===== src/rtl/id_ex_operand_stage_if.sv =====
// Bus between decode, the ID/EX operand stage and the ALU: upstream beat,
// forwarding sources, flush and the registered ALU-side outputs.
interface id_ex_operand_stage_if #(
  parameter int DATA_W     = 32,
  parameter int OP_W       = 4,
  parameter int REG_ADDR_W = 5
);
  logic                  in_valid;
  logic                  in_ready;
  logic [OP_W-1:0]       in_alu_op;
  logic [REG_ADDR_W-1:0] in_rs1_addr;
  logic [REG_ADDR_W-1:0] in_rs2_addr;
  logic [DATA_W-1:0]     in_rs1_data;
  logic [DATA_W-1:0]     in_rs2_data;
  logic [DATA_W-1:0]     in_imm;
  logic                  in_use_imm;
  logic [REG_ADDR_W-1:0] in_rd_addr;
  logic                  in_reg_write;
  logic                  flush;
  logic                  fwd_exmem_valid;
  logic [REG_ADDR_W-1:0] fwd_exmem_rd;
  logic [DATA_W-1:0]     fwd_exmem_data;
  logic                  fwd_memwb_valid;
  logic [REG_ADDR_W-1:0] fwd_memwb_rd;
  logic [DATA_W-1:0]     fwd_memwb_data;
  logic                  out_valid;
  logic                  out_ready;
  logic [OP_W-1:0]       ALU_Operation;
  logic [DATA_W-1:0]     rd1;
  logic [DATA_W-1:0]     rd2;
  logic [REG_ADDR_W-1:0] out_rd_addr;
  logic                  out_reg_write;

  // The stage itself is the slave; decode/hazard/ALU side is the master.
  modport slave (
    input  in_valid, in_alu_op, in_rs1_addr, in_rs2_addr, in_rs1_data,
           in_rs2_data, in_imm, in_use_imm, in_rd_addr, in_reg_write, flush,
           fwd_exmem_valid, fwd_exmem_rd, fwd_exmem_data,
           fwd_memwb_valid, fwd_memwb_rd, fwd_memwb_data, out_ready,
    output in_ready, out_valid, ALU_Operation, rd1, rd2, out_rd_addr,
           out_reg_write
  );

  modport master (
    output in_valid, in_alu_op, in_rs1_addr, in_rs2_addr, in_rs1_data,
           in_rs2_data, in_imm, in_use_imm, in_rd_addr, in_reg_write, flush,
           fwd_exmem_valid, fwd_exmem_rd, fwd_exmem_data,
           fwd_memwb_valid, fwd_memwb_rd, fwd_memwb_data, out_ready,
    input  in_ready, out_valid, ALU_Operation, rd1, rd2, out_rd_addr,
           out_reg_write
  );
endinterface


===== src/rtl/id_ex_operand_stage.sv =====
// ID/EX pipeline register feeding the ALU, with EX/MEM and MEM/WB operand
// forwarding at capture and MEM/WB snooping while the entry is stalled.
module id_ex_operand_stage #(
  parameter int DATA_W     = 32,
  parameter int OP_W       = 4,
  parameter int REG_ADDR_W = 5
) (
  input logic                   clk,
  input logic                   n_rst,
  id_ex_operand_stage_if.slave  bus
);

  logic                  valid_q;
  logic [OP_W-1:0]       op_q;
  logic [DATA_W-1:0]     rd1_q;
  logic [DATA_W-1:0]     rd2_q;
  logic [REG_ADDR_W-1:0] rd_addr_q;
  logic [REG_ADDR_W-1:0] rs1_q;
  logic [REG_ADDR_W-1:0] rs2_q;
  logic                  use_imm_q;
  logic                  reg_write_q;

  logic                  capture;
  logic                  hold;
  logic                  snoop1;
  logic                  snoop2;
  logic [DATA_W-1:0]     cap_rd1;
  logic [DATA_W-1:0]     cap_rd2;

  // Register index 0 is hardwired and must never pick up a forwarded value.
  function automatic logic [DATA_W-1:0] fwd_sel(
    input logic [REG_ADDR_W-1:0] rs,
    input logic [DATA_W-1:0]     rf_data,
    input logic                  ex_v,
    input logic [REG_ADDR_W-1:0] ex_rd,
    input logic [DATA_W-1:0]     ex_d,
    input logic                  wb_v,
    input logic [REG_ADDR_W-1:0] wb_rd,
    input logic [DATA_W-1:0]     wb_d
  );
    logic [DATA_W-1:0] sel;
    sel = rf_data;
    if (rs != '0) begin
      if (ex_v && ex_rd == rs)      sel = ex_d;
      else if (wb_v && wb_rd == rs) sel = wb_d;
    end
    return sel;
  endfunction

  assign bus.in_ready = !valid_q || bus.out_ready || bus.flush;
  assign capture      = bus.in_valid && bus.in_ready && !bus.flush;
  assign hold         = valid_q && !bus.out_ready && !bus.flush;

  assign snoop1 = hold && bus.fwd_memwb_valid && bus.fwd_memwb_rd != '0 &&
                  bus.fwd_memwb_rd == rs1_q;
  assign snoop2 = hold && bus.fwd_memwb_valid && bus.fwd_memwb_rd != '0 &&
                  bus.fwd_memwb_rd == rs2_q && !use_imm_q;

  always_comb begin
    cap_rd1 = fwd_sel(bus.in_rs1_addr, bus.in_rs1_data,
                      bus.fwd_exmem_valid, bus.fwd_exmem_rd, bus.fwd_exmem_data,
                      bus.fwd_memwb_valid, bus.fwd_memwb_rd, bus.fwd_memwb_data);
    cap_rd2 = bus.in_imm;
    if (!bus.in_use_imm)
      cap_rd2 = fwd_sel(bus.in_rs2_addr, bus.in_rs2_data,
                        bus.fwd_exmem_valid, bus.fwd_exmem_rd, bus.fwd_exmem_data,
                        bus.fwd_memwb_valid, bus.fwd_memwb_rd, bus.fwd_memwb_data);
  end

  always_ff @(posedge clk or negedge n_rst) begin
    if (!n_rst)            valid_q <= 1'b0;
    else if (bus.flush)    valid_q <= 1'b0;
    else if (capture)      valid_q <= 1'b1;
    else if (bus.out_ready) valid_q <= 1'b0;
  end

  // A new capture wins over the hold snoop; a drained entry keeps its payload.
  always_ff @(posedge clk or negedge n_rst) begin
    if (!n_rst) begin
      op_q        <= '0;
      rd1_q       <= '0;
      rd2_q       <= '0;
      rd_addr_q   <= '0;
      rs1_q       <= '0;
      rs2_q       <= '0;
      use_imm_q   <= 1'b0;
      reg_write_q <= 1'b0;
    end else if (bus.flush) begin
      op_q        <= '0;
      rd1_q       <= '0;
      rd2_q       <= '0;
      rd_addr_q   <= '0;
      rs1_q       <= '0;
      rs2_q       <= '0;
      use_imm_q   <= 1'b0;
      reg_write_q <= 1'b0;
    end else if (capture) begin
      op_q        <= bus.in_alu_op;
      rd1_q       <= cap_rd1;
      rd2_q       <= cap_rd2;
      rd_addr_q   <= bus.in_rd_addr;
      rs1_q       <= bus.in_rs1_addr;
      rs2_q       <= bus.in_rs2_addr;
      use_imm_q   <= bus.in_use_imm;
      reg_write_q <= bus.in_reg_write;
    end else begin
      if (snoop1) rd1_q <= bus.fwd_memwb_data;
      if (snoop2) rd2_q <= bus.fwd_memwb_data;
    end
  end

  assign bus.out_valid     = valid_q;
  assign bus.ALU_Operation = op_q;
  assign bus.rd1           = rd1_q;
  assign bus.rd2           = rd2_q;
  assign bus.out_rd_addr   = rd_addr_q;
  assign bus.out_reg_write = reg_write_q && valid_q;

endmodule

===== src/flat_wrapper.sv =====
// flat-port wrapper written by rule: the top's interface ports become plain ports
module id_ex_operand_stage_flat 
#(
  parameter int DATA_W     = 32,
  parameter int OP_W       = 4,
  parameter int REG_ADDR_W = 5
)
  (clk, n_rst, bus_in_valid, bus_in_alu_op, bus_in_rs1_addr, bus_in_rs2_addr, bus_in_rs1_data, bus_in_rs2_data, bus_in_imm, bus_in_use_imm, bus_in_rd_addr, bus_in_reg_write, bus_flush, bus_fwd_exmem_valid, bus_fwd_exmem_rd, bus_fwd_exmem_data, bus_fwd_memwb_valid, bus_fwd_memwb_rd, bus_fwd_memwb_data, bus_out_ready, bus_in_ready, bus_out_valid, bus_ALU_Operation, bus_rd1, bus_rd2, bus_out_rd_addr, bus_out_reg_write);
  id_ex_operand_stage_if #(.DATA_W(DATA_W), .OP_W(OP_W), .REG_ADDR_W(REG_ADDR_W)) bus_i ();
  input logic clk;
  input logic n_rst;
  input wire logic [$bits(bus_i.in_valid)-1:0] bus_in_valid;
  input wire logic [$bits(bus_i.in_alu_op)-1:0] bus_in_alu_op;
  input wire logic [$bits(bus_i.in_rs1_addr)-1:0] bus_in_rs1_addr;
  input wire logic [$bits(bus_i.in_rs2_addr)-1:0] bus_in_rs2_addr;
  input wire logic [$bits(bus_i.in_rs1_data)-1:0] bus_in_rs1_data;
  input wire logic [$bits(bus_i.in_rs2_data)-1:0] bus_in_rs2_data;
  input wire logic [$bits(bus_i.in_imm)-1:0] bus_in_imm;
  input wire logic [$bits(bus_i.in_use_imm)-1:0] bus_in_use_imm;
  input wire logic [$bits(bus_i.in_rd_addr)-1:0] bus_in_rd_addr;
  input wire logic [$bits(bus_i.in_reg_write)-1:0] bus_in_reg_write;
  input wire logic [$bits(bus_i.flush)-1:0] bus_flush;
  input wire logic [$bits(bus_i.fwd_exmem_valid)-1:0] bus_fwd_exmem_valid;
  input wire logic [$bits(bus_i.fwd_exmem_rd)-1:0] bus_fwd_exmem_rd;
  input wire logic [$bits(bus_i.fwd_exmem_data)-1:0] bus_fwd_exmem_data;
  input wire logic [$bits(bus_i.fwd_memwb_valid)-1:0] bus_fwd_memwb_valid;
  input wire logic [$bits(bus_i.fwd_memwb_rd)-1:0] bus_fwd_memwb_rd;
  input wire logic [$bits(bus_i.fwd_memwb_data)-1:0] bus_fwd_memwb_data;
  input wire logic [$bits(bus_i.out_ready)-1:0] bus_out_ready;
  output wire logic [$bits(bus_i.in_ready)-1:0] bus_in_ready;
  output wire logic [$bits(bus_i.out_valid)-1:0] bus_out_valid;
  output wire logic [$bits(bus_i.ALU_Operation)-1:0] bus_ALU_Operation;
  output wire logic [$bits(bus_i.rd1)-1:0] bus_rd1;
  output wire logic [$bits(bus_i.rd2)-1:0] bus_rd2;
  output wire logic [$bits(bus_i.out_rd_addr)-1:0] bus_out_rd_addr;
  output wire logic [$bits(bus_i.out_reg_write)-1:0] bus_out_reg_write;
  assign bus_i.in_valid = bus_in_valid;
  assign bus_i.in_alu_op = bus_in_alu_op;
  assign bus_i.in_rs1_addr = bus_in_rs1_addr;
  assign bus_i.in_rs2_addr = bus_in_rs2_addr;
  assign bus_i.in_rs1_data = bus_in_rs1_data;
  assign bus_i.in_rs2_data = bus_in_rs2_data;
  assign bus_i.in_imm = bus_in_imm;
  assign bus_i.in_use_imm = bus_in_use_imm;
  assign bus_i.in_rd_addr = bus_in_rd_addr;
  assign bus_i.in_reg_write = bus_in_reg_write;
  assign bus_i.flush = bus_flush;
  assign bus_i.fwd_exmem_valid = bus_fwd_exmem_valid;
  assign bus_i.fwd_exmem_rd = bus_fwd_exmem_rd;
  assign bus_i.fwd_exmem_data = bus_fwd_exmem_data;
  assign bus_i.fwd_memwb_valid = bus_fwd_memwb_valid;
  assign bus_i.fwd_memwb_rd = bus_fwd_memwb_rd;
  assign bus_i.fwd_memwb_data = bus_fwd_memwb_data;
  assign bus_i.out_ready = bus_out_ready;
  assign bus_in_ready = bus_i.in_ready;
  assign bus_out_valid = bus_i.out_valid;
  assign bus_ALU_Operation = bus_i.ALU_Operation;
  assign bus_rd1 = bus_i.rd1;
  assign bus_rd2 = bus_i.rd2;
  assign bus_out_rd_addr = bus_i.out_rd_addr;
  assign bus_out_reg_write = bus_i.out_reg_write;
  id_ex_operand_stage #(.DATA_W(DATA_W), .OP_W(OP_W), .REG_ADDR_W(REG_ADDR_W)) u_core (.clk(clk), .n_rst(n_rst), .bus(bus_i));
endmodule

===== config.mk =====
export PLATFORM = sky130hd
export DESIGN_NAME = id_ex_operand_stage_flat
export DESIGN_NICKNAME = d
export VERILOG_FILES = /design/src/rtl/id_ex_operand_stage_if.sv /design/src/rtl/id_ex_operand_stage.sv /design/src/flat_wrapper.sv
export SDC_FILE = /design/constraint.sdc
export NUM_CORES = 1
export LEC_CHECK = 0
export ABC_AREA = 1
export ABC_CLOCK_PERIOD_IN_PS = 1300
export CAP_MARGIN = 20
export CORE_AREA = 2 2 158 160
export CTS_BUF_LIST = sky130_fd_sc_hd__clkbuf_2 sky130_fd_sc_hd__clkbuf_4 sky130_fd_sc_hd__clkbuf_8
export DETAILED_ROUTE_END_ITERATION = 16
export DIE_AREA = 0 0 160 162
export PLACE_DENSITY = 0.71
export SYNTH_ARGS = -nofsm -noshare
export SYNTH_HDL_FRONTEND = slang
export SYNTH_SLANG_ARGS = --single-unit

===== constraint.sdc =====
create_clock -name clk -period 1.3 [get_ports clk]
set_input_delay 0.26 -clock clk [delete_from_list [all_inputs] [get_ports clk]]
set_output_delay 0.26 -clock clk [all_outputs]
set_load 0.02 [all_outputs]

* Word-level counts from Yosys, hierarchy flattened
Cells that the tools add are included.
Operators by class: equality and inequality tests 6, muxes and demuxes 28, reductions and logical operators 27
Operators with widths (count):
- two-way mux 32 bit | 13
- equality test 5 bit | 6
- two-way mux 5 bit | 6
- nonzero test 5 bit | 3
- logical AND 1 bit | 14
- nonzero test 3 bit | 3
- two-way mux 4 bit | 2
- two-way mux 1 bit | 7
- zero test 1 bit | 4
- logical OR 1 bit | 2
- nonzero test 2 bit | 1
Word-level totals: register bits 86, word-level logic and storage cells 70

* Longest topological paths before layout
Gate-level depths: netlist of the first run.
depth in word-level cells 10, depth in mapped cells 14

* Worst setup path after synthesis of the first run
Ideal clock, no wire load.
kind reg-to-reg, from register u_core.valid_q (netlist: u_core.bus.out_valid), to register u_core.rd2_q[11] (netlist: u_core.bus.rd2[11]), setup time 0.116 ns, arrival time 1.478 ns, slack -0.295 ns, cell stages (with the launch flop) 11, path buffers 1, clock period less this slack 1.595 ns, path through dfrtp_1 > nand2_1 > nor2_4 > nand2_1 > a31oi_2 > nand3_1 > nand2_1 > inv_2 > clkbuf_1 > nand2_1 > nand2_1
On the way: word-level cells in the longest chain between the ends 7, elaborated cells between the ends (all ways) 14, classes of those cells mux: 2; reduce/logical: 12
RTL lines:
- start: declaration | RTL line id_ex_operand_stage.sv:13 | logic valid_q;
- start signal: assignment | RTL line id_ex_operand_stage.sv:71 | if (!n_rst) valid_q <= 1'b0;
- start signal: assignment | RTL line id_ex_operand_stage.sv:72 | else if (bus.flush) valid_q <= 1'b0;
- start signal: assignment | RTL line id_ex_operand_stage.sv:73 | else if (capture) valid_q <= 1'b1;
- zero test 1 bit or logical AND 1 bit (tied branches) | RTL line id_ex_operand_stage.sv:50, id_ex_operand_stage.sv:52
- logical OR 1 bit or logical AND 1 bit (tied branches) | RTL line id_ex_operand_stage.sv:50, id_ex_operand_stage.sv:52
- logical OR 1 bit or logical AND 1 bit (tied branches) | RTL line id_ex_operand_stage.sv:50, id_ex_operand_stage.sv:56
- logical AND 1 bit, on equally long branches (2 in a row) | RTL line id_ex_operand_stage.sv:51, id_ex_operand_stage.sv:56
- two-way mux 32 bit or logical AND 1 bit (tied branches) | RTL line id_ex_operand_stage.sv:97, id_ex_operand_stage.sv:57
- two-way mux 32 bit or nonzero test 3 bit (tied branches)
- end signal: assignment | RTL line id_ex_operand_stage.sv:100 | rd2_q <= cap_rd2;
- end signal: assignment | RTL line id_ex_operand_stage.sv:108 | if (snoop2) rd2_q <= bus.fwd_memwb_data;
- end: declaration | RTL line id_ex_operand_stage.sv:16 | logic [DATA_W-1:0] rd2_q;
Parallel ways exist; a longest one is shown, timed or not. A chain may end at the register's enable or synchronous reset.

* Worst setup path in the final report of the first run
from register u_core.valid_q (netlist: u_core.bus.out_valid), to register u_core.rd1_q[31] (netlist: u_core.bus.rd1[31])
On the way: word-level cells in the longest chain between the ends 7, elaborated cells between the ends (all ways) 13, classes of those cells mux: 2; reduce/logical: 11
RTL lines:
- zero test 1 bit | RTL line id_ex_operand_stage.sv:50 | assign bus.in_ready = !valid_q || bus.out_ready || bus.flush;
- logical OR 1 bit (2 in a row) | RTL line id_ex_operand_stage.sv:50
- logical AND 1 bit (2 in a row) | RTL line id_ex_operand_stage.sv:51 | assign capture = bus.in_valid && bus.in_ready && !bus.flush;
- two-way mux 32 bit | RTL line id_ex_operand_stage.sv:97 | end else if (capture) begin
- two-way mux 32 bit | RTL line id_ex_operand_stage.sv:88 | end else if (bus.flush) begin
- end signal: assignment | RTL line id_ex_operand_stage.sv:99 | rd1_q <= cap_rd1;
- end signal: assignment | RTL line id_ex_operand_stage.sv:107 | if (snoop1) rd1_q <= bus.fwd_memwb_data;
- end: declaration | RTL line id_ex_operand_stage.sv:15 | logic [DATA_W-1:0] rd1_q;
Parallel ways exist; a longest one is shown, timed or not.

==> summary.md, run 1 <==
| Metric | Value |
|---|---|
| Status | `finished with violations` |
| Failing checks | `negative setup slack` |
| Core area | `0.0241 mm²` |
| Clock Path Buffers | `2` |
| GPL Wtd Cong | `0.908` |
| Die footprint | `0.0259 mm²` |
| Post-synth cell types | `29` |
| Clk_lat worst skew | `0.40 ns` |
| Max Slew Vio Count | `0` |
| Vias | `9206` |
| Post-Syn Area | `0.00719 mm²` |
| Crit Path Class | `reg2reg` |
| Most common cell after layout, fill and taps aside | `nand2_1` |
| Peak VDD IR | `0.376 mV` |
| Cells after synthesis | `1238` |
| Die X | `160 µm` |
| Fraction of layout cells with a size suffix above 1 | `22.4%` |
| Min-delay src | `bus_in_rs1_addr[0]` |
| Seq/Total Area, Yosys | `29.9%` |
| Slew at the pin closest to its max-slew limit | `0.521 ns` |
| PortBufs | `273` |
| Crit start category | `register` |
| Xor/xnor cell area share of the yosys netlist | `0.974%` |
| F_max | `0.597 GHz` |
| Final setup fails | `89` |
| Area grow syn2layout | `63.4%` |
| Per-cell routed wire length | `16.9 µm` |
| Placed Area | `0.0110 mm²` |
| Hold Path Class | `in2reg` |
| Arr. time, crit path | `2.01 ns` |
| Detail Placement HPWL | `23200 µm` |
| Vias in the first global route | `8913` |
| Critical Path Fanout Max | `16` |
| Initial antenna violation count | `1` |
| Post-synthesis adder-cell area fraction | `0%` |
| RSZ-0062 raised after global routing | `true` |
| DR iter-0 viols | `792` |
| Drc violations | `0` |
| Min cycle time layout | `1.68 ns` |
| First-pass GRT wire length | `49200 µm` |
| Compound-Gate Fraction of Synth Area | `14.3%` |
| Post-route ant nets | `0` |
| LEAKAGE | `0.00618 µW` |
| Worst R2R Path Depth | `10` |
| R2R Path End | `u_core.bus.rd1[31]` |
| Synth Register Bits | `86` |
| Most frequent cells in the layout | `nand2_1 (478), clkdlybuf4s50_1 (174), inv_1 (140)` |
| Post-Route WL | `32200 µm` |
| Nature of the critical path endpoint | `register` |
| Clock Skew | `0.0162 ns` |
| Hold path depth | `3` |
| GRT overflow | `0` |
| Worst r2r src | `u_core.bus.out_valid` |
| Initial Utilization | `29.8%` |
| Htree depth | `3` |
| PwrDens | `738 mW/mm²` |
| Yosys warns | `0` |
| Die Y | `162 µm` |
| MaxCap Viol Count | `0` |
| Multiplexer area fraction after synthesis | `0%` |
| Vias per cell | `4.83` |
| Required @ worst endpoint | `1.63 ns` |
| Syn nets | `1436` |
| Total Power | `8670 µW` |
| Max-slew headroom | `64.9%` |
| Combinational family with the most area after synthesis | `simple AND/OR/NAND/NOR gates` |
| Rows | `57` |
| CTS tree | `yes` |
| Fin crit share | `129%` |
| I/O Pins | `274` |
| Pre-antenna DRT Iters | `5` |
| Overall Global Routing Usage | `24.1%` |
| Synth Area in Simple Gates | `40.7%` |
| Largest net degree at the start of global routing | `42` |
| Syn avg cell area | `5.81 µm²` |
| CTS buffer count | `9` |
| Final WS setup | `-0.376 ns` |
| Clk slew on worst S/H paths | `0.10 ns` |
| Clk Tree Root Cell | `clkbuf_8` |
| # nets final | `1774` |
| Clk sinks | `86` |
| Worst Hold Path EP | `u_core.rs1_q[0]` |
| Fin. Hold Viols | `0` |
| Final Cell Area | `0.0118 mm²` |
| R2R setup slack | `-0.38 ns` |
[report_power, final]
| group | internal, µW | switching, µW |
|---|---|---|
| clock network | 940 | 1270 |
| registers | 2920 | 149 |
| logic | 1570 | 1820 |
[synth_stat cells]
library cell	count	area (µm²)
nor2_1	102	383
nand3_1	102	510
nand3_4	1	17.5
a31oi_2	2	25.0
dfrtp_1	86	2150
a22o_1	11	96.3
a21oi_1	101	505
inv_1	147	552
buf_2	29	145
buf_4	6	45.0
buf_6	10	113
nor3_1	1	5.00
xnor2_1	2	17.5
o21ai_2	1	8.76
nor2_2	12	75.1
clkbuf_4	1	7.51
clkbuf_1	28	105
nor3_4	1	16.3
clkinv_1	1	3.75
nor3_2	2	20.0
o21ai_1	31	155
xor2_1	6	52.6
nor2_4	4	45.0
nand2_1	492	1850
o22ai_1	2	12.5
o21ai_0	43	215
a21oi_2	1	8.76
inv_2	12	45.0
nand3_2	1	10.0
[metrics by stage]
step                      setup WS, ns  hold WS, ns  utilization [%]  instances  setup TNS (ns)
after global placement          -0.889        0.181             45.7       1850          -65.11
final                           -0.376        0.160             48.8       1907          -23.93
after detailed placement        -0.908        0.180             45.7       1850          -68.33
after CTS                       -0.359        0.224             47.7       1899          -23.45
after global routing            -0.484        0.157             48.7       1906          -33.20
after floorplan                 -0.203      -0.0356                -       1238          -14.14
[flip-flops by register name, indices dropped and copies added (netlist names)]
register / flops
u_core.bus.rd1: 32
u_core.rs2_q: 5
u_core.use_imm_q: 1
u_core.bus.out_valid: 1
u_core.rs1_q: 5
u_core.bus.ALU_Operation: 4
u_core.bus.rd2: 32
u_core.bus.out_rd_addr: 5
u_core.reg_write_q: 1
[final cells by class]
| cell class | instances | area [µm²] |
|---|---|---|
| diodes | 2 | 5.00 |
| clock buffers | 9 | 124 |
| clock inverters | 7 | 85.1 |
| fillers | 2455 | 12400 |
| inverters | 160 | 646 |
| multi-input cells | 918 | 4350 |
| flip-flops and latches | 86 | 2150 |
| well taps | 324 | 405 |
| repair buffers | 401 | 3990 |
[repair_timing]
action,4_1_cts,5_1_grt
hold endpoints to repair,18,0
setup buffers,25,2
pin swaps,12,10
setup endpoints to repair,159,89
hold buffers,1,0
resized for setup,417,62
cloned,7,4
[critical path: stages, from the launching register on]
cell	delay (ns)
dfrtp_2	0.39
nand2_2	0.06
nor2_4	0.15
nand2_2	0.09
a31oi_4	0.19
buf_6	0.14
nand3_4	0.10
buf_12	0.18
a21oi_1	0.14
nand2_1	0.10
nand2_1	0.07
[logic make-up (layout without fill, tap and decap cells)]
| kind of cell | count (synthesis) | in the layout |
|---|---|---|
| and+or+nand+nor | 718 | 718 |
| other | 0 | 2 |
| xor gates and xnor gates | 8 | 8 |
| buffers and inverters | 234 | 577 |
| AOI/OAI and AO/OA | 192 | 192 |
| DFF | 86 | 86 |
[how the worst max path moves through the flow]
stage,startpoint,end,cells after the start
floorplan,u_core.bus.out_valid,u_core.bus.rd2[23],11
global placement,bus_in_rs1_addr[3],u_core.bus.rd1[13],13
detailed placement,bus_fwd_exmem_rd[3],u_core.bus.rd1[0],13
CTS,u_core.bus.out_valid,u_core.bus.rd1[31],10
global route,u_core.bus.out_valid,u_core.bus.rd1[31],10
finish,u_core.bus.out_valid,u_core.bus.rd1[31],10
[routing by layer]
layer,routed length [µm],vias to the layer above,track usage [%]
met4,973,0,7.86
met3,2100,60,3.52
met2,15000,410,40.8
li1,-,4516,-
met5,0,-,0
met1,14000,4220,31.8
Power figures use the tool's default switching activity.
==> run 2: changes to the inputs <==
--- a/config.mk
+++ b/config.mk
@@ -9,7 +9,6 @@
 export ABC_CLOCK_PERIOD_IN_PS = 1300
 export CAP_MARGIN = 20
 export CORE_AREA = 2 2 158 160
-export CTS_BUF_LIST = sky130_fd_sc_hd__clkbuf_2 sky130_fd_sc_hd__clkbuf_4 sky130_fd_sc_hd__clkbuf_8
 export DETAILED_ROUTE_END_ITERATION = 16
 export DIE_AREA = 0 0 160 162
 export PLACE_DENSITY = 0.71
==> run 2 against run 1 <==
Effect of this change: the flow still finishes with violations (negative setup slack); clock skew fell by 0.0071 ns; global-route usage rose by 0.10 points; critical endpoint is now u_core.bus.rd1[18]; critical path depth rose by 2; final cell count did not move; worst hold slack improved by 0.043 ns; die area did not move.
==> summary.md, run 2 (synthesized netlist as in run 1, its figures left out) <==
| Metric | Value |
|---|---|
| Clk Tree Root Cell | `clkbuf_16` |
| Worst path cell trace | `clkdlybuf4s50_1 > inv_1 > nand2_2 > nor2_4 > nand2_2 > a31oi_4 > buf_6 > nand3_4 > buf_12 > a21oi_1 > nand2_1 > nand2_1` |
| Clk slew on worst S/H paths | `0.07 ns (-0.03 ns)` |
| Peak VDD IR | `0.543 mV (+44%)` |
| Htree depth | `3 (unchanged)` |
| Most frequent cells in the layout | `nand2_1 (477), clkdlybuf4s50_1 (174), inv_1 (140)` |
| Post-Route WL | `32600 µm (+1.3%)` |
| GPL Wtd Cong | `0.908 (unchanged)` |
| Die Y | `162 µm (unchanged)` |
| Detail Placement HPWL | `23200 µm (unchanged)` |
| PwrDens | `778 mW/mm² (+5.5%)` |
| Vias | `9178 (-0.30%)` |
| Worst Hold Path EP | `u_core.rs1_q[0]` |
| Vias in the first global route | `8903 (-0.11%)` |
| CP bufs+invs | `4 (+2)` |
| Min-delay src | `bus_in_rs1_addr[0]` |
| Drc violations | `0 (unchanged)` |
| RSZ-0062 raised after global routing | `true` |
| Fin crit share | `128% (-1.1 points)` |
| Combinational share of power | `36.6% (-2.5 points)` |
| Hold path depth | `3 (unchanged)` |
| Initial Utilization | `29.8% (unchanged)` |
| Delay-heaviest family, CP | `buffers and inverters` |
| Fraction of layout cells with a size suffix above 1 | `21.8% (-0.63 points)` |
| Pre-CTS WS | `-0.908 ns (unchanged)` |
| Die X | `160 µm (unchanged)` |
| Critical Path Fanout Max | `15 (-1)` |
| Total Power | `9400 µW (+8.3%)` |
| Worst r2r src | `u_core.bus.out_valid` |
| I/O Pins | `274 (unchanged)` |
| Sw Pwr | `3310 µW (+2.1%)` |
| CTS buffer count | `9 (unchanged)` |
| Final WS setup | `-0.362 ns (+0.0144 ns)` |
| Rows | `57 (unchanged)` |
| CTS tree | `yes` |
| Core area | `0.0241 mm² (unchanged)` |
| Clock share of power | `30.7% (+5.2 points)` |
| MaxCap Viol Count | `0 (unchanged)` |
| First-pass GRT wire length | `49100 µm (-0.13%)` |
| Failing checks | `negative setup slack` |
| Overall Global Routing Usage | `24.2% (+0.10 points)` |
| # nets final | `1774 (unchanged)` |
| Clk_lat worst skew | `0.36 ns (-0.04 ns)` |
| Placed Area | `0.0110 mm² (unchanged)` |
| Register share of total power | `32.8% (-2.6 points)` |
| R2R setup slack | `-0.36 ns (about the same)` |
| Status | `finished with violations` |
| Area grow syn2layout | `67.8%` |
| Most common cell after layout, fill and taps aside | `nand2_1` |
| Post-route ant nets | `0 (unchanged)` |
| R2R Path End | `u_core.bus.rd1[18]` |
| CP max stage delay | `0.40 ns (about the same)` |
| LEAKAGE | `0.00621 µW (+0.51%)` |
| Slew at the pin closest to its max-slew limit | `0.558 ns (+0.0366 ns)` |
| Required @ worst endpoint | `1.60 ns (-0.03 ns)` |
| Int Power | `6080 µW (+12%)` |
| Crit Path Class | `in2reg` |
| Final Cell Area | `0.0121 mm² (+2.7%)` |
| F_max | `0.602 GHz (+0.86%)` |
| Filler cell count in the final layout | `2441 (-0.57%)` |
| Die footprint | `0.0259 mm² (unchanged)` |
| Clock Skew | `0.00903 ns (-0.00714 ns)` |
| Slowest cell on crit path | `clkdlybuf4s50_1` |
| Switching share of power | `35.2% (-2.2 points)` |
| Crit start category | `input port` |
| Final core utilization | `50.1% (+1.3 points)` |
| Worst R2R Path Depth | `10 (unchanged)` |
| Initial antenna violation count | `1 (unchanged)` |
| Clk sinks | `86 (unchanged)` |
| Clock Path Buffers | `2 (unchanged)` |
| GRT overflow | `0 (unchanged)` |
| Per-cell routed wire length | `17.1 µm (+1.3%)` |
| DR iter-0 viols | `829 (+4.7%)` |
| Final setup fails | `89 (unchanged)` |
| Arr. time, crit path | `1.96 ns (-0.05 ns)` |
| PortBufs | `273 (unchanged)` |
| Largest net degree at the start of global routing | `42 (unchanged)` |
| Min cycle time layout | `1.66 ns (-0.0144 ns)` |
| Hold Path Class | `in2reg` |
| Nature of the critical path endpoint | `register` |
| Fin. Hold Viols | `0 (unchanged)` |
| Max Slew Vio Count | `0 (unchanged)` |
| Vias per cell | `4.81 (-0.30%)` |
| Pre-antenna DRT Iters | `5 (unchanged)` |
| Max-slew headroom | `62.7% (-2.2 points)` |
==> run 2: final cells by class <==
cell class              instances  area, µm²  share of cell area, %
clock inverters                 7       85.1                  0.705
well taps                     324        405                   3.36
multi-input cells             918       4330                   35.9
repair buffers                401       4230                   35.0
inverters                     160        639                   5.30
flip-flops and latches         86       2150                   17.8
diodes                          2       5.00                 0.0415
clock buffers                   9        225                   1.87
==> run 2: timing repair <==
item / in CTS / in global routing
resized for setup: 311 / 100
gates cloned: 9 / 3
setup buffers: 23 / 3
hold endpoints to repair: 18 / 0
endpoints found under the setup margin: 159 / 119
pin swaps: 11 / 7
hold buffers: 1 / 0
==> run 2: worst reg2reg max path: cells and delay by family (launching register included) <==
kind	cells	cell delay, ns
AO/OA/AOI/OAI	2	0.35
buffers and inverters	2	0.33
flip-flops	1	0.38
AND/OR/NAND/NOR	6	0.56
==> run 2: per-layer routing <==
layer  GRT usage, %  wire length (µm)
met3           4.24              2000
met2           41.0             15400
met4           7.17               779
met5              0                 0
met1           31.8             14400
==> run 2: worst max-delay path by stage <==
stage / startpoint / end / slack [ns] / cells past startpoint
6_report: bus_out_ready / u_core.bus.rd1[18] / -0.36 / 12
5_1_grt: u_core.bus.out_valid / u_core.bus.rd1[5] / -0.47 / 10
4_1_cts: u_core.bus.out_valid / u_core.bus.rd2[9] / -0.36 / 10
3_5_place_dp: bus_fwd_exmem_rd[3] / u_core.bus.rd1[0] / -0.91 / 13
3_3_place_gp: bus_in_rs1_addr[3] / u_core.bus.rd1[13] / -0.89 / 13
2_1_floorplan: u_core.bus.out_valid / u_core.bus.rd2[23] / -0.20 / 11
==> run 2: power by group through the flow <==
| stage | sequential, µW | combinational (µW) | clock [µW] |
|---|---|---|---|
| detailed placement | 3120 | 3260 | 0 |
| finish | 3080 | 3440 | 2880 |
| global route | 3110 | 3720 | 3030 |
| CTS | 3080 | 3390 | 2930 |
| floorplan | 3380 | 1170 | 0 |
| global placement | 3120 | 3240 | 0 |
==> run 2: through the flow <==
step	TNS, ns	hold slack [ns]	std cells
after detailed placement	-68.33	0.180	1850
final	-24.84	0.204	1907
after global placement	-65.11	0.181	1850
after floorplan	-14.14	-0.0356	1238
after global routing	-33.72	0.209	1906
after CTS	-25.29	0.332	1899
==> run 3: changes to the inputs <==
--- a/config.mk
+++ b/config.mk
@@ -12,6 +12,7 @@
 export DETAILED_ROUTE_END_ITERATION = 16
 export DIE_AREA = 0 0 160 162
 export PLACE_DENSITY = 0.71
+export RECOVER_POWER = 100
 export SYNTH_ARGS = -nofsm -noshare
 export SYNTH_HDL_FRONTEND = slang
 export SYNTH_SLANG_ARGS = --single-unit
==> run 3 against run 2 <==
Effect of this change: the flow still finishes with violations (negative setup slack); die area is the same; non-clock buffer count is the same; critical path depth is the same; clock skew shrank 0.0015 ns; maximum frequency shrank 0.77%; combinational power is essentially flat; sequential power is essentially flat; count of clock-buffer cells in the layout is the same; power is essentially flat; via count grew 0.81%; critical path type unchanged; largest power group unchanged.
==> summary.md, run 3 (synthesized netlist as in run 1, its figures left out) <==
| Metric | Value |
|---|---|
| Status | `finished with violations` |
| Failing checks | `negative setup slack` |
| Pre-antenna DRT Iters | `7 (+2)` |
| Required @ worst endpoint | `1.60 ns (about the same)` |
| Pre-CTS WS | `-0.908 ns (unchanged)` |
| PortBufs | `273 (unchanged)` |
| Total Power | `9390 µW (about the same)` |
| PwrDens | `782 mW/mm² (+0.41%)` |
| Rows | `57 (unchanged)` |
| Crit Path Class | `in2reg` |
| Largest net degree at the start of global routing | `42 (unchanged)` |
| GR Util met3 | `4.24% (unchanged)` |
| Slew at the pin closest to its max-slew limit | `0.557 ns (-0.000478 ns)` |
| DR iter-0 viols | `813 (-1.9%)` |
| Core area | `0.0241 mm² (unchanged)` |
| Fin. Hold Viols | `0 (unchanged)` |
| Vias in the first global route | `8903 (unchanged)` |
| Clk Tree Root Cell | `clkbuf_16` |
| Hold path depth | `3 (unchanged)` |
| Clock Path Buffers | `2 (unchanged)` |
| Vias per cell | `4.85 (+0.81%)` |
| CTS buffer count | `9 (unchanged)` |
| Nature of the critical path endpoint | `register` |
| Max-slew headroom | `62.7% (about the same)` |
| GRT overflow | `0 (unchanged)` |
| # nets final | `1774 (unchanged)` |
| Initial Utilization | `29.8% (unchanged)` |
| Drc violations | `0 (unchanged)` |
| Clk_lat worst skew | `0.36 ns (about the same)` |
| RSZ-0062 raised after global routing | `true` |
| Worst Hold Path EP | `u_core.rs1_q[0]` |
| Htree depth | `3 (unchanged)` |
| Met1 global-route usage | `31.8% (unchanged)` |
| Post-route ant nets | `0 (unchanged)` |
| Per-cell routed wire length | `17.2 µm (+0.54%)` |
| Fraction of layout cells with a size suffix above 1 | `21.1% (-0.63 points)` |
| R2R setup slack | `-0.37 ns (about the same)` |
| Slowest cell on crit path | `clkdlybuf4s50_1` |
| F_max | `0.597 GHz (-0.77%)` |
| Crit start category | `input port` |
| Switching share of power | `35.5% (+0.25 points)` |
| Clock Skew | `0.00749 ns (-0.00154 ns)` |
| Detail Placement HPWL | `23200 µm (unchanged)` |
| Worst path cell trace | `clkdlybuf4s50_1 > inv_1 > nand2_2 > nor2_4 > nand2_2 > a31oi_4 > buf_6 > nand3_4 > buf_12 > a21oi_1 > nand2_1 > nand2_1` |
| LEAKAGE | `0.00616 µW (-0.85%)` |
| Final WS setup | `-0.375 ns (-0.0129 ns)` |
| Most frequent cells in the layout | `nand2_1 (477), clkdlybuf4s50_1 (174), inv_1 (140)` |
| Area grow syn2layout | `67.0%` |
| Die X | `160 µm (unchanged)` |
| Sw Pwr | `3330 µW (+0.66%)` |
| CTS tree | `yes` |
| Clk slew on worst S/H paths | `0.07 ns (about the same)` |
| GPL Wtd Cong | `0.908 (unchanged)` |
| Initial antenna violation count | `1 (unchanged)` |
| Grt peak-use layer | `met2` |
| CP max stage delay | `0.40 ns (about the same)` |
| Hold Path Class | `in2reg` |
| Clk sinks | `86 (unchanged)` |
| Arr. time, crit path | `1.98 ns (+0.02 ns)` |
| Critical Path Fanout Max | `15 (unchanged)` |
| R2R Path End | `u_core.bus.rd1[8]` |
| Worst r2r src | `u_core.bus.out_valid` |
| I/O Pins | `274 (unchanged)` |
| MaxCap Viol Count | `0 (unchanged)` |
| Register share of total power | `32.8% (about the same)` |
| Combinational share of power | `36.3% (-0.3 points)` |
| Die Y | `162 µm (unchanged)` |
| Post-Route WL | `32700 µm (+0.54%)` |
| Vias | `9252 (+0.81%)` |
| Setup TNS | `-24.75 ns (+0.0826 ns)` |
| Worst R2R Path Depth | `10 (unchanged)` |
| Overall Global Routing Usage | `24.2% (unchanged)` |
| Fin crit share | `129% (+0.99 points)` |
| Max Slew Vio Count | `0 (unchanged)` |
| Die footprint | `0.0259 mm² (unchanged)` |
| GR met2 Demand/Resource | `41.0% (unchanged)` |
| Peak VDD IR | `0.544 mV (+0.32%)` |
| Most common cell after layout, fill and taps aside | `nand2_1` |
| Int Power | `6060 µW (-0.45%)` |
| Final setup fails | `89 (unchanged)` |
| Min-delay src | `bus_in_rs1_addr[0]` |
| Clock share of power | `30.9% (+0.2 points)` |
| First-pass GRT wire length | `49100 µm (unchanged)` |
| Min cycle time layout | `1.67 ns (+0.0129 ns)` |
## run 3: cell count changes in the layout (fill, tap and decap cells not counted)
cell / before / now
clkbuf_2: 17 / 33
buf_12: 35 / 32
buf_4: 67 / 65
buf_6: 18 / 19
buf_2: 27 / 5
clkbuf_1: 0 / 10
## run 3: power by group through the flow
stage	registers, µW	clock network [µW]	logic [µW]
3_5_place_dp	3120	0	3260
6_report	3080	2900	3410
3_3_place_gp	3120	0	3240
5_1_grt	3110	3030	3690
2_1_floorplan	3380	0	1170
4_1_cts	3080	2930	3390
## run 3: critical path, delay by kind of cell
family,cells,cell delay [ns]
compound gates,2,0.36
simple gates,6,0.55
buf+inv,4,0.80
## run 3: through the flow
stage	instances	util, %	instance area (µm²)	hold slack, ns
global placement	1850	45.7	11000	0.181
CTS	1899	49.7	12000	0.332
detailed placement	1850	45.7	11000	0.180
global route	1906	49.8	12000	0.209
floorplan	1238	-	7300	-0.0356
finish	1907	49.8	12000	0.203
## run 3: area by class of cell
cell class | instances | area [µm²]
fillers | 2451 | 12100
flip-flops and latches | 86 | 2150
diodes | 2 | 5.00
clock buffers | 9 | 225
repair buffers | 401 | 4170
multi-input cells | 918 | 4330
well taps | 324 | 405
inverters | 160 | 639
clock inverters | 7 | 85.1
## run 3: how the worst max path moves through the flow
| stage | end | startpoint | cells after the start |
|---|---|---|---|
| floorplan | u_core.bus.rd2[23] | u_core.bus.out_valid | 11 |
| global placement | u_core.bus.rd1[13] | bus_in_rs1_addr[3] | 13 |
| finish | u_core.bus.rd1[8] | bus_out_ready | 12 |
| global route | u_core.bus.rd1[5] | u_core.bus.out_valid | 10 |
| detailed placement | u_core.bus.rd1[0] | bus_fwd_exmem_rd[3] | 13 |
| CTS | u_core.bus.rd2[9] | u_core.bus.out_valid | 10 |
## run 3: what timing repair did
action	4_1_cts	5_1_grt
resized for setup	311	100
hold endpoints to repair	18	0
hold buffers	1	0
setup endpoints to repair	159	119
pin swaps	11	7
setup buffers	23	3
cloned	9	3
## run 3: per-layer routing
layer  routed length (µm)  share of wire, %
met1                14600                45
met2                15400                47
met3                 1940               5.9
met4                  813               2.5
met5                    0                 0
==> edit (flow settings as in run 3) <==
Make the reset (`n_rst`) synchronous in 2 clocked blocks.
--- a/src/rtl/id_ex_operand_stage.sv
+++ b/src/rtl/id_ex_operand_stage.sv
@@ -67,7 +67,7 @@
                         bus.fwd_memwb_valid, bus.fwd_memwb_rd, bus.fwd_memwb_data);
   end
 
-  always_ff @(posedge clk or negedge n_rst) begin
+  always_ff @(posedge clk) begin
     if (!n_rst)            valid_q <= 1'b0;
     else if (bus.flush)    valid_q <= 1'b0;
     else if (capture)      valid_q <= 1'b1;
@@ -75,7 +75,7 @@
   end
 
   // A new capture wins over the hold snoop; a drained entry keeps its payload.
-  always_ff @(posedge clk or negedge n_rst) begin
+  always_ff @(posedge clk) begin
     if (!n_rst) begin
       op_q        <= '0;
       rd1_q       <= '0;
Check against the original RTL: differs if n_rst is asserted again (counterexample within 4 cycles, from zero or initial values and one cycle with n_rst low); with n_rst held inactive, the same outputs for 4 cycles.
==> edit against run 3 <==
The flow still finishes with violations (negative setup slack). Worst setup slack got worse by 0.035 ns. Highest routed layer unchanged. Total power fell by 15%. Synthesized area fell by 9.6%. Core utilization fell by 4.0 points. Clock skew rose by 0.0047 ns. Sequential cell count did not move. Routed wire length fell by 3.3%. Critical path type unchanged. Design area fell by 8.0%.
==> edit: results <==
metrics = {
    "placed_design": {
        "hpwlAfterDp_mm": 21.6,
        "place.gp.congestion": 0.886,
        "placed_cells": 1741,
        "dpl_cell_area_um2": 10100,
        "numPortBuffers": 273,
    },
    "detailed_routing": {
        "wl_mm": 31.7,
        "viasPerCell": 4.96,
        "dr.pass1.iters": 5,
        "first_iter_violations": 538,
    },
    "final_layout": {
        "stdcell_count": 1790,
        "seq_area_um2": 1730,
        "fillers": 2524,
        "post_route_cells_drive_above_1_share": 0.158,
    },
    "grt": {
        "grt_max_degree": 43,
        "track_usage": 0.226,
        "grt_pass1_wl_mm": 45.9,
        "grt_pass1_vias": 8248,
        "antenna_found_initial": 1,
    },
    "synthesis": {
        "syn_nets": 1343,
        "seq_area_frac_synth": 0.265,
        "synth_flop_cell": "dfxtp_1",
        "syn_inst": 1145,
        "synth_common_cells": "nand2_1, nor2_1, o21ai_0",
        "async_flop_share": 0,
        "ys_top_cells_by_area": "dfxtp_1, nand2_1, o21ai_0",
    },
    "critical_path": {
        "r2r-end": "u_core.bus.rd1[5]",
        "reg2regPathDepth": 9,
        "r2r-start": "u_core.bus.out_valid",
        "critPathMaxFanout": 5,
        "arrival_ns": 1.95,
        "r2r_slack_ns": -0.40,
    },
    "timing": {
        "worst_pin_slew_ns": 0.346,
        "finClkSkew_ns": 0.0122,
        "setup_tns_ns": -26.18,
        "setup_viol": 86,
        "fin_ws_ns": -0.409,
    },
    "power": {
        "power.leakage_nw": 4.96,
        "ir_drop_uv": 536,
        "p_sw_frac": 0.337,
    },
    "outcome": {
        "status": "finished, violations left",
        "violations": "negative setup slack",
    },
}
[edit: cell count changes after synthesis, moves of 5 or more]
cell      before  now
inv_1        147   98
nor2_1       102  168
clkbuf_1      28   39
nand2_1      492  282
nand3_1      102   90
nor2_2        12    0
dfrtp_1       86    0
o21ai_1       31   20
a211oi_1       0    6
dfxtp_1        0   86
o21ai_0       43  157
a22o_1        11    6
nand4_1        0   11
[edit: worst min-delay path by stage]
stage	slack, ns	startpoint	to	depth (start not counted)
finish	0.28	bus_in_valid	u_core.bus.out_valid	3
detailed placement	0.46	u_core.use_imm_q	u_core.use_imm_q	2
CTS	0.27	bus_in_valid	u_core.bus.out_valid	3
global placement	0.45	u_core.use_imm_q	u_core.use_imm_q	2
floorplan	0.38	bus_in_valid	u_core.bus.out_valid	2
global route	0.29	bus_in_valid	u_core.bus.out_valid	3
[edit: worst max-delay path: stages]
cell             delay (ns)
clkdlybuf4s50_1        0.44
nor2_4                 0.18
nand3_2                0.11
a21oi_4                0.20
nand4_4                0.13
buf_4                  0.19
clkbuf_16              0.16
o21ai_0                0.16
a21oi_1                0.10
[edit: layout make-up]
class                      instances  area share
antenna                            1    0.000226
clock buffer                       9      0.0204
clock inverter                     7     0.00679
inverter                         110      0.0378
multi-input combinational        870       0.385
sequential                        86       0.156
tap                              324      0.0367
timing repair buffer             382       0.356
timing repair inverter             1    0.000679
[edit: routing by layer]
layer | track usage | up-vias | share of wire | wire length [um]
met5 | 0 | - | 0 | 0
met4 | 0.0700 | 0 | 0.026 | 824
met3 | 0.0470 | 43 | 0.090 | 2850
met2 | 0.382 | 426 | 0.47 | 14800
met1 | 0.289 | 4072 | 0.42 | 13200
li1 | - | 4343 | - | -
[edit: cell families after synthesis]
group | count (synthesis) | synth area share
compound gates | 289 | 0.229
flops | 86 | 0.265
simple gates | 572 | 0.370
xor+xnor | 9 | 0.0121
buf+inv | 189 | 0.124
[edit: timing repair]
action                                 CTS  global route
setup buffers                           12             6
gates cloned                             7             7
resized for setup                      242           144
setup endpoints to repair              151           137
hold buffers                             0             0
endpoints found under the hold margin    0             0
pin swaps                               21             9
[edit: power groups by stage]
stage | Combinational [mW] | Clock [mW] | Sequential, mW
2_1_floorplan | 0.915 | 0 | 2.91
3_3_place_gp | 2.28 | 0 | 2.82
3_5_place_dp | 2.29 | 0 | 2.82
4_1_cts | 2.37 | 2.82 | 2.76
5_1_grt | 2.69 | 2.92 | 2.78
6_report | 2.49 | 2.75 | 2.77
[edit: metrics by stage]
step           power, mW  setup slack, ns
6_report            8.01           -0.409
5_1_grt             8.39           -0.499
4_1_cts             7.95           -0.328
3_5_place_dp        5.12           -0.907
3_3_place_gp        5.10           -0.903
2_1_floorplan       3.82           -0.212
